[config.mk]
export PLATFORM = sky130hd
export DESIGN_NAME = motor_reg_file_gen2_flat
export DESIGN_NICKNAME = d
export VERILOG_FILES = /design/src/rtl/motor_reg_file_gen2_if.sv /design/src/rtl/motor_reg_file_gen2.sv /design/src/flat_wrapper.sv
export SDC_FILE = /design/constraint.sdc
export NUM_CORES = 1
export LEC_CHECK = 0
export ABC_CLOCK_PERIOD_IN_PS = 2000
export CORE_UTILIZATION = 40
export DETAILED_ROUTE_END_ITERATION = 7
export HOLD_SLACK_MARGIN = 0.12
export PLACE_DENSITY = 0.66
export SYNTH_ARGS = -nofsm -noshare
export SYNTH_HDL_FRONTEND = slang
export SYNTH_SLANG_ARGS = --single-unit
export TNS_END_PERCENT = 5
[constraint.sdc]
create_clock -name clock -period 2 [get_ports clock]
set_input_delay 0.4 -clock clock [delete_from_list [all_inputs] [get_ports clock]]
set_output_delay 0.4 -clock clock [all_outputs]
set_load 0.01 [all_outputs]
[src/rtl/motor_reg_file_gen2_if.sv]
// Host bus bundle for motor_reg_file_gen2.
// master: host bridge side (drives address/strobes/write data).
// slave : register file side (returns registered read data and valid).
//   address   host address, ADDR_W bits
//   write_en  one-cycle write strobe
//   wr_data   write data byte
//   read_en   one-cycle read strobe
//   rd_data   registered read data
//   rd_valid  high the cycle after read_en
interface motor_reg_file_gen2_if #(
    parameter int ADDR_W = 7
) ();
    logic [ADDR_W-1:0] address;
    logic              write_en;
    logic [7:0]        wr_data;
    logic              read_en;
    logic [7:0]        rd_data;
    logic              rd_valid;

    modport master (
        output address, write_en, wr_data, read_en,
        input  rd_data, rd_valid
    );

    modport slave (
        input  address, write_en, wr_data, read_en,
        output rd_data, rd_valid
    );
endinterface

[src/rtl/motor_reg_file_gen2.sv]
// Parametrised motor subsystem register file.
// Decodes host accesses into drive/rotation/servo control registers, captures
// sticky motor faults (W1C), provides atomic 12-bit angle reads through a
// per-channel shadow nibble, commits target angles only on TARG_LO writes, and
// runs a host-link watchdog that, like e-stop, forces brakes on and enables off.
// Ports:
//   clock, reset    system clock, synchronous active-high reset
//   bus             host register bus (slave modport)
//   fault           motor fault inputs, drives first then rotations
//   adc_temp        packed 7-bit motor temperatures (same channel order)
//   current_angle   packed 12-bit rotation angles
//   drive_ctrl      packed {brake,enable,direction,pwm[4:0]} per drive (registered)
//   rot_ctrl        packed {brake,enable,direction} per rotation (registered)
//   target_angle    packed committed 12-bit target angles
//   servo_position  packed servo positions
//   wdog_tripped    watchdog trip flag
//   irq             registered OR of unmasked sticky faults and wdog_tripped
module motor_reg_file_gen2 #(
    parameter int NUM_DRIVE  = 4,
    parameter int NUM_ROT    = 4,
    parameter int NUM_SERVO  = 4,
    parameter int ADDR_W     = 7,
    parameter int WDOG_W     = 24,
    parameter int WDOG_LIMIT = 5000000
) (
    input  logic                              clock,
    input  logic                              reset,
    motor_reg_file_gen2_if.slave              bus,
    input  logic [NUM_DRIVE+NUM_ROT-1:0]      fault,
    input  logic [7*(NUM_DRIVE+NUM_ROT)-1:0]  adc_temp,
    input  logic [12*NUM_ROT-1:0]             current_angle,
    output logic [8*NUM_DRIVE-1:0]            drive_ctrl,
    output logic [3*NUM_ROT-1:0]              rot_ctrl,
    output logic [12*NUM_ROT-1:0]             target_angle,
    output logic [8*NUM_SERVO-1:0]            servo_position,
    output logic                              wdog_tripped,
    output logic                              irq
);
    localparam int NUM_M = NUM_DRIVE + NUM_ROT;
    localparam int RB    = 8 + 2 * NUM_DRIVE;
    localparam int SB    = RB + 4 * NUM_ROT;
    localparam logic [7:0]        ID_VAL   = {4'(NUM_DRIVE), 4'(NUM_ROT)};
    localparam logic [WDOG_W-1:0] WDOG_MAX = WDOG_W'(WDOG_LIMIT - 1);

    // Register state
    logic [7:0]               drive_reg_r [NUM_DRIVE];
    logic [7:0]               rot_reg_r   [NUM_ROT];
    logic [3:0]               shadow_r    [NUM_ROT];
    logic [12*NUM_ROT-1:0]    target_r;
    logic [8*NUM_SERVO-1:0]   servo_r;
    logic [NUM_M-1:0]         sticky_r;
    logic [NUM_M-1:0]         mask_r;
    logic                     wdog_en_r;
    logic                     estop_r;
    logic                     wdog_tripped_r;
    logic [WDOG_W-1:0]        wdog_cnt_r;
    logic                     irq_r;
    logic [7:0]               rd_data_r;
    logic                     rd_valid_r;
    logic [8*NUM_DRIVE-1:0]   drive_out_r;
    logic [3*NUM_ROT-1:0]     rot_out_r;

    // Decode and datapath
    logic [NUM_DRIVE-1:0]     wr_drive_s;
    logic [NUM_ROT-1:0]       wr_rot_ctrl_s;
    logic [NUM_ROT-1:0]       wr_targ_s;
    logic [NUM_ROT-1:0]       rd_curr_lo_s;
    logic [NUM_SERVO-1:0]     wr_servo_s;
    logic                     bcast_drive_s;
    logic                     bcast_rot_s;
    logic                     wr_global_s;
    logic                     wr_sticky_s;
    logic                     wr_mask_s;
    logic [NUM_M-1:0]         sticky_clr_s;
    logic [7:0]               rd_mux_s;
    logic                     halt_s;
    logic [8*NUM_DRIVE-1:0]   drive_gate_s;
    logic [3*NUM_ROT-1:0]     rot_gate_s;

    // Address decode for writes and the CURR_LO shadow-capture reads
    always_comb begin
        bcast_drive_s = bus.write_en &&
                        ((bus.address == ADDR_W'(1)) || (bus.address == ADDR_W'(3)));
        bcast_rot_s   = bus.write_en &&
                        ((bus.address == ADDR_W'(1)) || (bus.address == ADDR_W'(2)));
        wr_global_s   = bus.write_en && (bus.address == ADDR_W'(4));
        wr_sticky_s   = bus.write_en && (bus.address == ADDR_W'(5));
        wr_mask_s     = bus.write_en && (bus.address == ADDR_W'(6));
        wr_drive_s    = '0;
        wr_rot_ctrl_s = '0;
        wr_targ_s     = '0;
        rd_curr_lo_s  = '0;
        wr_servo_s    = '0;
        for (int d = 0; d < NUM_DRIVE; d++) begin
            wr_drive_s[d] = bus.write_en && (bus.address == ADDR_W'(8 + 2 * d));
        end
        for (int r = 0; r < NUM_ROT; r++) begin
            wr_rot_ctrl_s[r] = bus.write_en && (bus.address == ADDR_W'(RB + 4 * r));
            wr_targ_s[r]     = bus.write_en && (bus.address == ADDR_W'(RB + 4 * r + 1));
            rd_curr_lo_s[r]  = bus.read_en  && (bus.address == ADDR_W'(RB + 4 * r + 2));
        end
        for (int s = 0; s < NUM_SERVO; s++) begin
            wr_servo_s[s] = bus.write_en && (bus.address == ADDR_W'(SB + s));
        end
        sticky_clr_s = wr_sticky_s ? bus.wr_data[NUM_M-1:0] : '0;
    end

    // Read mux; mapped addresses are unique so the terms are OR-combined
    always_comb begin
        rd_mux_s = 8'h00;
        rd_mux_s = rd_mux_s | ({8{bus.address == ADDR_W'(0)}} & ID_VAL);
        rd_mux_s = rd_mux_s | ({8{bus.address == ADDR_W'(4)}} &
                               {5'b00000, wdog_tripped_r, estop_r, wdog_en_r});
        rd_mux_s = rd_mux_s | ({8{bus.address == ADDR_W'(5)}} & 8'(sticky_r));
        rd_mux_s = rd_mux_s | ({8{bus.address == ADDR_W'(6)}} & 8'(mask_r));
        for (int d = 0; d < NUM_DRIVE; d++) begin
            rd_mux_s = rd_mux_s | ({8{bus.address == ADDR_W'(8 + 2 * d)}} & drive_reg_r[d]);
            rd_mux_s = rd_mux_s | ({8{bus.address == ADDR_W'(9 + 2 * d)}} &
                                   {fault[d], adc_temp[7*d +: 7]});
        end
        for (int r = 0; r < NUM_ROT; r++) begin
            rd_mux_s = rd_mux_s | ({8{bus.address == ADDR_W'(RB + 4 * r)}} & rot_reg_r[r]);
            rd_mux_s = rd_mux_s | ({8{bus.address == ADDR_W'(RB + 4 * r + 1)}} &
                                   target_r[12*r +: 8]);
            rd_mux_s = rd_mux_s | ({8{bus.address == ADDR_W'(RB + 4 * r + 2)}} &
                                   current_angle[12*r +: 8]);
            rd_mux_s = rd_mux_s | ({8{bus.address == ADDR_W'(RB + 4 * r + 3)}} &
                                   {4'h0, shadow_r[r]});
        end
        for (int s = 0; s < NUM_SERVO; s++) begin
            rd_mux_s = rd_mux_s | ({8{bus.address == ADDR_W'(SB + s)}} & servo_r[8*s +: 8]);
        end
    end

    // Output gating: stored CTRL is untouched, only the driven copy is masked
    always_comb begin
        halt_s       = estop_r | wdog_tripped_r;
        drive_gate_s = '0;
        rot_gate_s   = '0;
        for (int d = 0; d < NUM_DRIVE; d++) begin
            drive_gate_s[8*d +: 8] = {drive_reg_r[d][7] | halt_s,
                                      drive_reg_r[d][6] & ~sticky_r[d] & ~halt_s,
                                      drive_reg_r[d][5:0]};
        end
        for (int r = 0; r < NUM_ROT; r++) begin
            rot_gate_s[3*r +: 3] = {rot_reg_r[r][7] | halt_s,
                                    rot_reg_r[r][6] & ~sticky_r[NUM_DRIVE + r] & ~halt_s,
                                    rot_reg_r[r][5]};
        end
    end

    // Control, target, shadow and servo registers
    always_ff @(posedge clock) begin
        if (reset) begin
            for (int d = 0; d < NUM_DRIVE; d++) drive_reg_r[d] <= 8'h00;
            for (int r = 0; r < NUM_ROT; r++) begin
                rot_reg_r[r] <= 8'h00;
                shadow_r[r]  <= 4'h0;
            end
            target_r  <= '0;
            servo_r   <= '0;
            mask_r    <= '0;
            wdog_en_r <= 1'b0;
            estop_r   <= 1'b0;
        end else begin
            for (int d = 0; d < NUM_DRIVE; d++) begin
                if (wr_drive_s[d] || bcast_drive_s) drive_reg_r[d] <= bus.wr_data;
            end
            for (int r = 0; r < NUM_ROT; r++) begin
                // bit4 of rotation CTRL is reserved and always reads zero
                if (wr_rot_ctrl_s[r] || bcast_rot_s)
                    rot_reg_r[r] <= {bus.wr_data[7:5], 1'b0, bus.wr_data[3:0]};
                // Commit uses the high nibble already held in CTRL
                if (wr_targ_s[r])
                    target_r[12*r +: 12] <= {rot_reg_r[r][3:0], bus.wr_data};
                if (rd_curr_lo_s[r])
                    shadow_r[r] <= current_angle[12*r + 8 +: 4];
            end
            for (int s = 0; s < NUM_SERVO; s++) begin
                if (wr_servo_s[s]) servo_r[8*s +: 8] <= bus.wr_data;
            end
            if (wr_mask_s) mask_r <= bus.wr_data[NUM_M-1:0];
            if (wr_global_s) begin
                wdog_en_r <= bus.wr_data[0];
                estop_r   <= bus.wr_data[1];
            end
        end
    end

    // Host-link watchdog: any write restarts it, trip is cleared only by W1C
    always_ff @(posedge clock) begin
        if (reset) begin
            wdog_cnt_r     <= '0;
            wdog_tripped_r <= 1'b0;
        end else if (bus.write_en) begin
            wdog_cnt_r <= '0;
            if (wr_global_s && bus.wr_data[2]) wdog_tripped_r <= 1'b0;
        end else if (!wdog_en_r) begin
            wdog_cnt_r <= '0;
        end else if (wdog_cnt_r == WDOG_MAX) begin
            wdog_tripped_r <= 1'b1;
        end else begin
            wdog_cnt_r <= wdog_cnt_r + WDOG_W'(1);
        end
    end

    // Sticky faults (set beats clear), interrupt and gated control outputs
    always_ff @(posedge clock) begin
        if (reset) begin
            sticky_r    <= '0;
            irq_r       <= 1'b0;
            drive_out_r <= '0;
            rot_out_r   <= '0;
        end else begin
            sticky_r    <= (sticky_r & ~sticky_clr_s) | fault;
            irq_r       <= (|(sticky_r & ~mask_r)) | wdog_tripped_r;
            drive_out_r <= drive_gate_s;
            rot_out_r   <= rot_gate_s;
        end
    end

    // Read port: one-cycle latency, data holds between reads
    always_ff @(posedge clock) begin
        if (reset) begin
            rd_data_r  <= 8'h00;
            rd_valid_r <= 1'b0;
        end else begin
            rd_valid_r <= bus.read_en;
            if (bus.read_en) rd_data_r <= rd_mux_s;
        end
    end

    assign bus.rd_data     = rd_data_r;
    assign bus.rd_valid    = rd_valid_r;
    assign drive_ctrl      = drive_out_r;
    assign rot_ctrl        = rot_out_r;
    assign target_angle    = target_r;
    assign servo_position  = servo_r;
    assign wdog_tripped    = wdog_tripped_r;
    assign irq             = irq_r;

endmodule

[src/flat_wrapper.sv]
// flat-port wrapper written by rule: the top's interface ports become plain ports
module motor_reg_file_gen2_flat 
#(
    parameter int NUM_DRIVE  = 4,
    parameter int NUM_ROT    = 4,
    parameter int NUM_SERVO  = 4,
    parameter int ADDR_W     = 7,
    parameter int WDOG_W     = 24,
    parameter int WDOG_LIMIT = 5000000
)
  (clock, reset, fault, adc_temp, current_angle, drive_ctrl, rot_ctrl, target_angle, servo_position, wdog_tripped, irq, bus_address, bus_write_en, bus_wr_data, bus_read_en, bus_rd_data, bus_rd_valid);
  motor_reg_file_gen2_if #(.ADDR_W(ADDR_W)) bus_i ();
  input  logic clock;
  input  logic reset;
  input  logic [NUM_DRIVE+NUM_ROT-1:0] fault;
  input  logic [7*(NUM_DRIVE+NUM_ROT)-1:0] adc_temp;
  input  logic [12*NUM_ROT-1:0] current_angle;
  output logic [8*NUM_DRIVE-1:0] drive_ctrl;
  output logic [3*NUM_ROT-1:0] rot_ctrl;
  output logic [12*NUM_ROT-1:0] target_angle;
  output logic [8*NUM_SERVO-1:0] servo_position;
  output logic wdog_tripped;
  output logic irq;
  input wire logic [$bits(bus_i.address)-1:0] bus_address;
  input wire logic [$bits(bus_i.write_en)-1:0] bus_write_en;
  input wire logic [$bits(bus_i.wr_data)-1:0] bus_wr_data;
  input wire logic [$bits(bus_i.read_en)-1:0] bus_read_en;
  output wire logic [$bits(bus_i.rd_data)-1:0] bus_rd_data;
  output wire logic [$bits(bus_i.rd_valid)-1:0] bus_rd_valid;
  assign bus_i.address = bus_address;
  assign bus_i.write_en = bus_write_en;
  assign bus_i.wr_data = bus_wr_data;
  assign bus_i.read_en = bus_read_en;
  assign bus_rd_data = bus_i.rd_data;
  assign bus_rd_valid = bus_i.rd_valid;
  motor_reg_file_gen2 #(.NUM_DRIVE(NUM_DRIVE), .NUM_ROT(NUM_ROT), .NUM_SERVO(NUM_SERVO), .ADDR_W(ADDR_W), .WDOG_W(WDOG_W), .WDOG_LIMIT(WDOG_LIMIT)) u_core (.clock(clock), .reset(reset), .bus(bus_i), .fault(fault), .adc_temp(adc_temp), .current_angle(current_angle), .drive_ctrl(drive_ctrl), .rot_ctrl(rot_ctrl), .target_angle(target_angle), .servo_position(servo_position), .wdog_tripped(wdog_tripped), .irq(irq));
endmodule
==> metrics, run 1 <==
router iterations before antenna repair 6; number of synthesized flops with an enable pin 76; kind of end point of the critical path primary output; max cap viols 0; CP peak stage delay ~580 ps; r2r startpoint u_core.drive_reg_r[3][0]$_SDFFCE_PN0P_; Crit path buffers/inverters 1; Cell Pwr Density about 710 nW/um^2; Post-route DRC 0; hold slack around 180 ps; Num CTS Buffers 27; antenna diode count 0; total setup buffers inserted after CTS 0; critical path cell sequence clkdlybuf4s50_1; slew margin rel. 0.658; clock latency on the worst-skew pair about 550 ps; FF+latch count, synth about 250; VDD IR max approximately 0.50 mV; R2R cell count 5; Top Metal Used met4; critical path's top delay family buffers and inverters; port bufs ~240; kind of critical path flop to primary output; final setup TNS 0 ps; Slowest-stage cell, CP clkdlybuf4s50_1; gpl congestion approximately 1; worst setup margin approximately 27 ps; vias in the first global route about 11000; M1 WL roughly 22000 um; Max Slew Vio Count 0; Crit path depth 1; placed insts ~2000; Final HPWL DP approximately 39000 um; met3 WL approximately 4000 um; Arr. time, crit path about 1600 ps; initial antenna violation count 2; P_leak 6.77 nW; Synth async-reset ratio 0; fillers 2640; multi-input logic area around 5600 um^2; Mapped Area 12000 um^2; Clock Sinks 253; commonest non-fill, non-tap cells in the layout 230 x clkdlybuf4s50_1, 199 x buf_4, 174 x dfxtp_1, 128 x nor2_1, 82 x mux2i_1; minimum clock period around 2000 ps; post-synth cell types approximately 90; GR Overflow Total 0; Cells after Synth about 1200; Critical R2R Capture u_core.bus.rd_data[0]$_SDFFE_PP0P_; worst min path class primary input to flop; CTS H-tree lvls 1; crit path from u_core.servo_position[29]$_SDFFE_PP0P_; register area around 5800 um^2; clk buf depth 3; final setup vio count 0; met2 WL approximately 23000 um; YS warnings 0; Non-Filler Instances 2002; RSZ-0062 raised after global routing yes; Clock Skew approximately 11 ps; full die area between 30000 and 40000 um^2; WL/cell ~25 um; Worst Setup EP servo_position[29]; initial DRC count 1210; Syn-to-layout area delta 42.8%; first-pass GRT wire length 72200 um; status finished, final reports clean; Initial Util 0.406; CP required 1600 ps; Rows 63; CP Max Fanout 3; clock transition at the registers of the reported paths ~60 ps; r2r setup slk 120 ps; core area about 30000 um^2; largest net degree at the start of global routing 63; post-route ant nets 0; Placed Area between 15000 and 20000 um^2; Die Y-Extent approximately 180 um; Avg Inst Size Synth 9.95 um^2; post-synth net total ~1300; Setup WS pre-CTS -584 ps; CTS tree built; Synth Flop Type dfxtp_1; routed vias/inst about 5.6; Nets approximately 1700; total vias in the final route 11300; I/O Pins roughly 270; worst slew pin tran just over 500 ps; fraction of layout cells with a size suffix above 1 0.211; Period Utilization, post-route 0.987; Total GRT Usage 0.322; register area share after synthesis 0.484; Die W roughly 180 um; leading cell type in the layout, fill and taps excluded clkdlybuf4s50_1; achievable frequency slightly above 0.5 GHz; clk root buf clkbuf_16; Worst Setup Start Kind flop; WL final around 50000 um; Hold Vio Cnt, Final 0; cell area after layout 17200 um^2
## layout make-up
class	count	area share
clock buffers	35	0.0441
clock inverters	14	0.00852
inverters	17	0.00371
multi-input cells	835	0.327
flip-flops and latches	253	0.339
well taps	390	0.0284
repair buffers	458	0.249
## worst min-delay path by stage
stage,startpoint,to,slack [ps],cells past startpoint
finish,reset,u_core.wdog_tripped$_SDFFE_PP0P_,180,2
global route,reset,u_core.wdog_en_r$_SDFFE_PP0P_,170,2
CTS,reset,u_core.estop_r$_SDFFE_PP0P_,150,2
detailed placement,u_core.target_angle[23]$_SDFFE_PP0P_,u_core.target_angle[23]$_SDFFE_PP0P_,460,2
global placement,u_core.target_angle[23]$_SDFFE_PP0P_,u_core.target_angle[23]$_SDFFE_PP0P_,450,2
floorplan,u_core.sticky_r[7]$_SDFF_PP0_,u_core.rot_ctrl[10]$_SDFF_PP0_,440,1
## timing repair
item | in CTS | in global routing
resized for setup | 5 | 5
endpoints found under the setup margin | 5 | 39
pin swaps | 0 | 1
hold buffers | 0 | 0
## Yosys cell counts (all sizes together), types with 11 or more instances
cell type / count / area (um^2)
nor2b: 37 / 231
nand3: 82 / 435
a31oi: 11 / 68.8
nor3: 15 / 96.4
edfxtp: 76 / 2280
xor2: 16 / 140
nor2: 130 / 498
inv: 17 / 63.8
mux2: 22 / 248
dfxtp: 177 / 3540
clkbuf: 49 / 184
and2: 81 / 507
nor3b: 15 / 135
nand2: 77 / 294
nand4: 15 / 100
a22oi: 15 / 113
o21ai: 21 / 105
a21oi: 53 / 273
and3: 13 / 81.3
buf: 55 / 375
mux2i: 82 / 821
## registers in the layout, summed over array words and instances, names as in the netlist, 8 cells and up
signal,cells
u_core.bus.rd_data,8
u_core.drive_ctrl,32
u_core.drive_reg_r,32
u_core.mask_r,8
u_core.rot_ctrl,12
u_core.rot_reg_r,28
u_core.servo_position,32
u_core.shadow_r,16
u_core.sticky_r,8
u_core.target_angle,48
u_core.wdog_cnt_r,24
## power breakdown
group          internal [mW]  switching (mW)
Combinational          0.733           0.783
Sequential              5.44           0.119
Clock                   2.95            2.16
## cell families after synthesis
kind of cell / after synthesis / share of synthesized area
adders and majority gates: 1 / 0.00104
muxes: 108 / 0.0963
and+or+nand+nor: 521 / 0.241
DFF: 253 / 0.484
AOI/OAI and AO/OA: 188 / 0.114
buffers and inverters: 121 / 0.0518
xor gates and xnor gates: 17 / 0.0124
## stage by stage
step                      utilization  total power [mW]
after global placement          0.548              7.15
after global routing            0.580              12.5
after floorplan                     -              6.20
after CTS                       0.579              12.2
after detailed placement        0.548              7.15
final                           0.580              12.2
## metal layers
metal / vias to the layer above / global-route usage
li1: 5122 / -
met1: 5513 / 0.435
met2: 539 / 0.518
met3: 99 / 0.0582
met4: 0 / 0.106
met5: - / 0
Note: power is estimated with default switching activity, not from simulation.
==> run 2, diff against run 1 <==
CORE_MARGIN = 2   (was unset)
==> metrics, run 2 (synthesis results as in run 1) <==
gpl congestion around 1; placed insts 1949; full die area ~31000 um^2; worst setup margin ~24 ps; Worst Setup Start Kind primary input; Clock Sinks between 200 and 300; worst min path class primary input to flop; Num CTS Buffers 26; max reg flops 48; slew margin rel. 0.629; port bufs ~240; Total GRT Usage 0.313; achievable frequency 0.506 GHz; Comb pwr share 0.124; Cell Pwr Density 705 nW/um^2; CTS tree built; Nets ~1700; antenna diode count 0; first-pass GRT wire length ~72000 um; kind of critical path primary input to flop; Net Sw Frac 0.246; clk buf depth 3; clock transition at the registers of the reported paths 60 ps; core area 29600 um^2; clock power share 0.414; I/O Pins approximately 270; CTS H-tree lvls 1; Post-route DRC 0; P_leak around 6.7 nW; Hold Vio Cnt, Final 0; Period Utilization, post-route 0.988; CP Max Fanout 15; VDD IR max 0.678 mV; Hold Path Cell Cnt 2; Initial Util 0.406; RSZ-0062 raised after global routing yes; Clock Skew approximately 8.4 ps; Die Y-Extent between 150 and 200 um; clock latency on the worst-skew pair 540 ps; initial DRC count between 1000 and 1500; Rows 63; Arr. time, crit path 2380 ps; number of buffers inserted by hold repair at cts 0; routed vias/inst ~5.7; CP required roughly 2400 ps; GR Overflow Total 0; initial antenna violation count 0; minimum clock period about 2000 ps; total vias in the final route around 11000; Setup WS pre-CTS -596 ps; Final HPWL DP approximately 38000 um; net switching power a little under 3 mW; R2R cell count 5; sequential share of power 0.461; Non-Filler Instances about 2000; status finished, final reports clean; worst slew pin tran 549 ps; final setup TNS 0 ps; kind of end point of the critical path flop; largest net degree at the start of global routing 40; Die W roughly 180 um; WL final between 50000 and 60000 um; fraction of layout cells with a size suffix above 1 0.205; clk root buf clkbuf_16; Max Slew Vio Count 0; post-route ant nets 0; Syn-to-layout area delta 42.0%; internal power of the cells 9.09 mW; WL/cell 25.2 um; hold slack between 200 and 250 ps; router iterations before antenna repair 5; vias in the first global route around 11000; leading cell type in the layout, fill and taps excluded clkdlybuf4s50_1; final setup vio count 0; commonest non-fill, non-tap cells in the layout 230 x clkdlybuf4s50_1, 197 x buf_4, 174 x dfxtp_1, 128 x nor2_1, 82 x mux2i_1; max cap viols 0; fillers 2643
run 2: cell count changes in the layout (fill, tap and decap cells not counted), sizes merged:
cell	before	now
buf	227	222
clkbuf	35	42
clkinv	7	4
clkinvlp	2	0
inv	20	18
run 2: worst max-delay path, cell delays in order:
cell	delay [ps]
clkbuf_4	250
buf_4	240
buf_4	170
and2_1	260
buf_4	190
nand4_1	80
nand3_1	120
a2111oi_1	520
a211oi_1	140
run 2: cell type report:
class | instances | area [um^2] | area share
well taps | 390 | 488 | 0.0286
repair buffers | 454 | 4230 | 0.248
clock inverters | 7 | 88.8 | 0.00520
inverters | 17 | 63.8 | 0.00373
multi-input cells | 835 | 5610 | 0.328
flip-flops and latches | 253 | 5830 | 0.341
clock buffers | 41 | 779 | 0.0456
run 2: metrics by stage:
| step | utilization | instance area, um^2 | power (mW) |
|---|---|---|---|
| 2_1_floorplan | - | 12000 | 6.20 |
| 3_3_place_gp | 0.546 | 16200 | 7.13 |
| 3_5_place_dp | 0.546 | 16200 | 7.13 |
| 4_1_cts | 0.576 | 17100 | 12.1 |
| 5_1_grt | 0.576 | 17100 | 12.3 |
| 6_report | 0.576 | 17100 | 12.0 |
run 2: routing by layer:
layer  wire [um]  GRT usage  vias to the layer above
li1            -          -                     5116
met1       21200      0.419                     5562
met2       23200      0.507                      571
met3        4040     0.0536                      107
met4        1890      0.114                        0
met5           0          0                        -
run 2: power groups by stage:
stage                     Clock (mW)  Sequential, mW  Combinational (mW)
final                           4.99            5.56                1.50
after global routing            5.23            5.56                1.55
after CTS                       5.05            5.56                1.47
after detailed placement           0            5.67                1.46
after global placement             0            5.66                1.46
after floorplan                    0            5.64               0.559
run 2: path summary, 6_finish.rpt:
check / start / end / slack, ps
min: reset / u_core.rot_ctrl[2]$_SDFF_PP0_ / 250
max: bus_address[1] / u_core.bus.rd_data[6]$_SDFFE_PP0P_ / 20
min reg2reg: u_core.target_angle[10]$_SDFFE_PP0P_ / u_core.target_angle[10]$_SDFFE_PP0P_ / 470
max reg2reg: u_core.drive_reg_r[1][2]$_SDFFCE_PN0P_ / u_core.bus.rd_data[2]$_SDFFE_PP0P_ / 140
run 2: what timing repair did:
action,in CTS,in global routing
pin swaps,0,1
setup endpoints to repair,3,39
gates resized for setup,3,9
setup buffers,0,0
==> run 3, diff against run 2 <==
GPL_TIMING_DRIVEN = 0   (was unset)
MAX_ROUTING_LAYER = met4   (was unset)
TNS_END_PERCENT = 1   (was 5)
==> metrics, run 3 (synthesis results as in run 1) <==
slew margin rel. 0.203; router iterations before antenna repair 6; status finished, violations left; vias in the first global route 10900; Num CTS Buffers 27; VDD IR max 0.548 mV; placed insts ~1800; RSZ-0062 raised after global routing yes; Placed Area 14800 um^2; met2 WL 26600 um; full die area approximately 31000 um^2; WL final 58000 um; met3 WL roughly 5200 um; I/O Pins about 270; Arr. time, crit path around 2500 ps; achievable frequency just under 0.5 GHz; failing checks negative setup slack; Final HPWL DP between 40000 and 50000 um; CTS H-tree lvls 1; CP peak stage delay about 720 ps; Max Slew Vio Count 0; kind of end point of the critical path flop; CP required 2460 ps; commonest non-fill, non-tap cells in the layout 223 x clkdlybuf4s50_1, 171 x dfxtp_1, 125 x nor2_1, 82 x mux2i_1, 80 x and2_1; clk buf depth 3; worst min path class primary input to flop; max reg flops between 40 and 50; Nets ~1600; final core occ 0.547; core area roughly 30000 um^2; P_leak 6.03 nW; final setup vio count 23; CP Max Fanout 10; Clock Skew 14.5 ps; minimum clock period 2060 ps; initial antenna violation count 0; clk root buf clkbuf_16; worst slew pin tran 1200 ps; CTS tree built; routed vias/inst 6.03; Syn-to-layout area delta 34.6%; port bufs about 230; Cell Pwr Density roughly 760 nW/um^2; Period Utilization, post-route 1.03; Total GRT Usage 0.372; largest net degree at the start of global routing 15; gpl congestion roughly 1.0; Non-Filler Instances 1887; fraction of layout cells with a size suffix above 1 0.146; Post-route DRC 0; clock latency on the worst-skew pair ~560 ps; kind of critical path primary input to flop; Clock Sinks about 250; Hold Vio Cnt, Final 0; leading cell type in the layout, fill and taps excluded clkdlybuf4s50_1; post-route ant nets 0; worst setup margin -63.0 ps; Rows 63; clock transition at the registers of the reported paths around 60 ps; max cap viols 0; critical path cell sequence buf_6, buf_4, clkbuf_1, a32oi_1, nand4_1, o21ai_1, a311oi_1; initial DRC count roughly 1500; first-pass GRT wire length about 80000 um; Initial Util 0.406; M1 WL between 20000 and 25000 um; Top Metal Used met4; WL/cell approximately 31 um; Worst Setup Start Kind primary input; cell area after layout about 16000 um^2; Die W around 180 um; Die Y-Extent 177 um; Slowest-stage cell, CP clkbuf_1; GR Overflow Total 0; total vias in the final route ~11000
-- run 3: repair_timing --
item,4_1_cts,5_1_grt
hold buffers,0,0
pin swaps,11,7
setup endpoints to repair,272,196
gates resized for setup,69,35
setup buffers,14,0
-- run 3: through the flow --
step / setup slack, ps / hold slack, ps / total power [mW] / TNS [ps]
6_report: -63.0 / 395 / 12.4 / -429
3_3_place_gp: -1340 / 450 / 7.00 / -264590
4_1_cts: -103 / 397 / 12.3 / -190
2_1_floorplan: -10.4 / 435 / 6.20 / -83.4
3_5_place_dp: -1360 / 457 / 7.00 / -270640
5_1_grt: -90.4 / 401 / 12.6 / -1020
-- run 3: power breakdown --
part	switching, mW	leakage, nW	internal [mW]	total [mW]
Clock	2.23	0.446	3.15	5.38
Combinational	0.882	3.41	0.569	1.45
Sequential	0.121	2.17	5.44	5.56
Total	3.23	6.03	9.16	12.4
-- run 3: path summary, 6_finish.rpt --
path / startpoint / to / slack [ps] / depth (start not counted)
hold / removal: bus_read_en / u_core.bus.rd_data[3]$_SDFFE_PP0P_ / 390 / 3
hold reg to reg: u_core.target_angle[9]$_SDFFE_PP0P_ / u_core.target_angle[9]$_SDFFE_PP0P_ / 460 / 2
setup / recovery: bus_address[2] / u_core.bus.rd_data[3]$_SDFFE_PP0P_ / -60 / 7
setup reg to reg: u_core.wdog_cnt_r[2]$_SDFFE_PP0N_ / u_core.wdog_cnt_r[23]$_SDFFE_PP0N_ / 120 / 5
-- run 3: critical path, delay by kind of cell --
family                 cells  cell delay (ps)
and+or+nand+nor            1              210
AOI/OAI and AO/OA          3              790
buffers and inverters      3             1120
-- run 3: final cells by class --
class / count / area [um^2]
Fill cell: 2726 / 13400
Timing Repair Buffer: 241 / 2410
Clock buffer: 33 / 739
Sequential cell: 253 / 5830
Tap cell: 390 / 488
Antenna cell: 1 / 2.50
Multi-Input combinational cell: 835 / 5830
Clock inverter: 16 / 199
Buffer: 101 / 633
Inverter: 17 / 67.6
-- run 3: per-layer routing --
metal / up-vias / global-route usage
li1: 4891 / -
met1: 5636 / 0.487
met2: 714 / 0.584
met3: 130 / 0.0641
met4: 0 / 0.123
met5: - / -
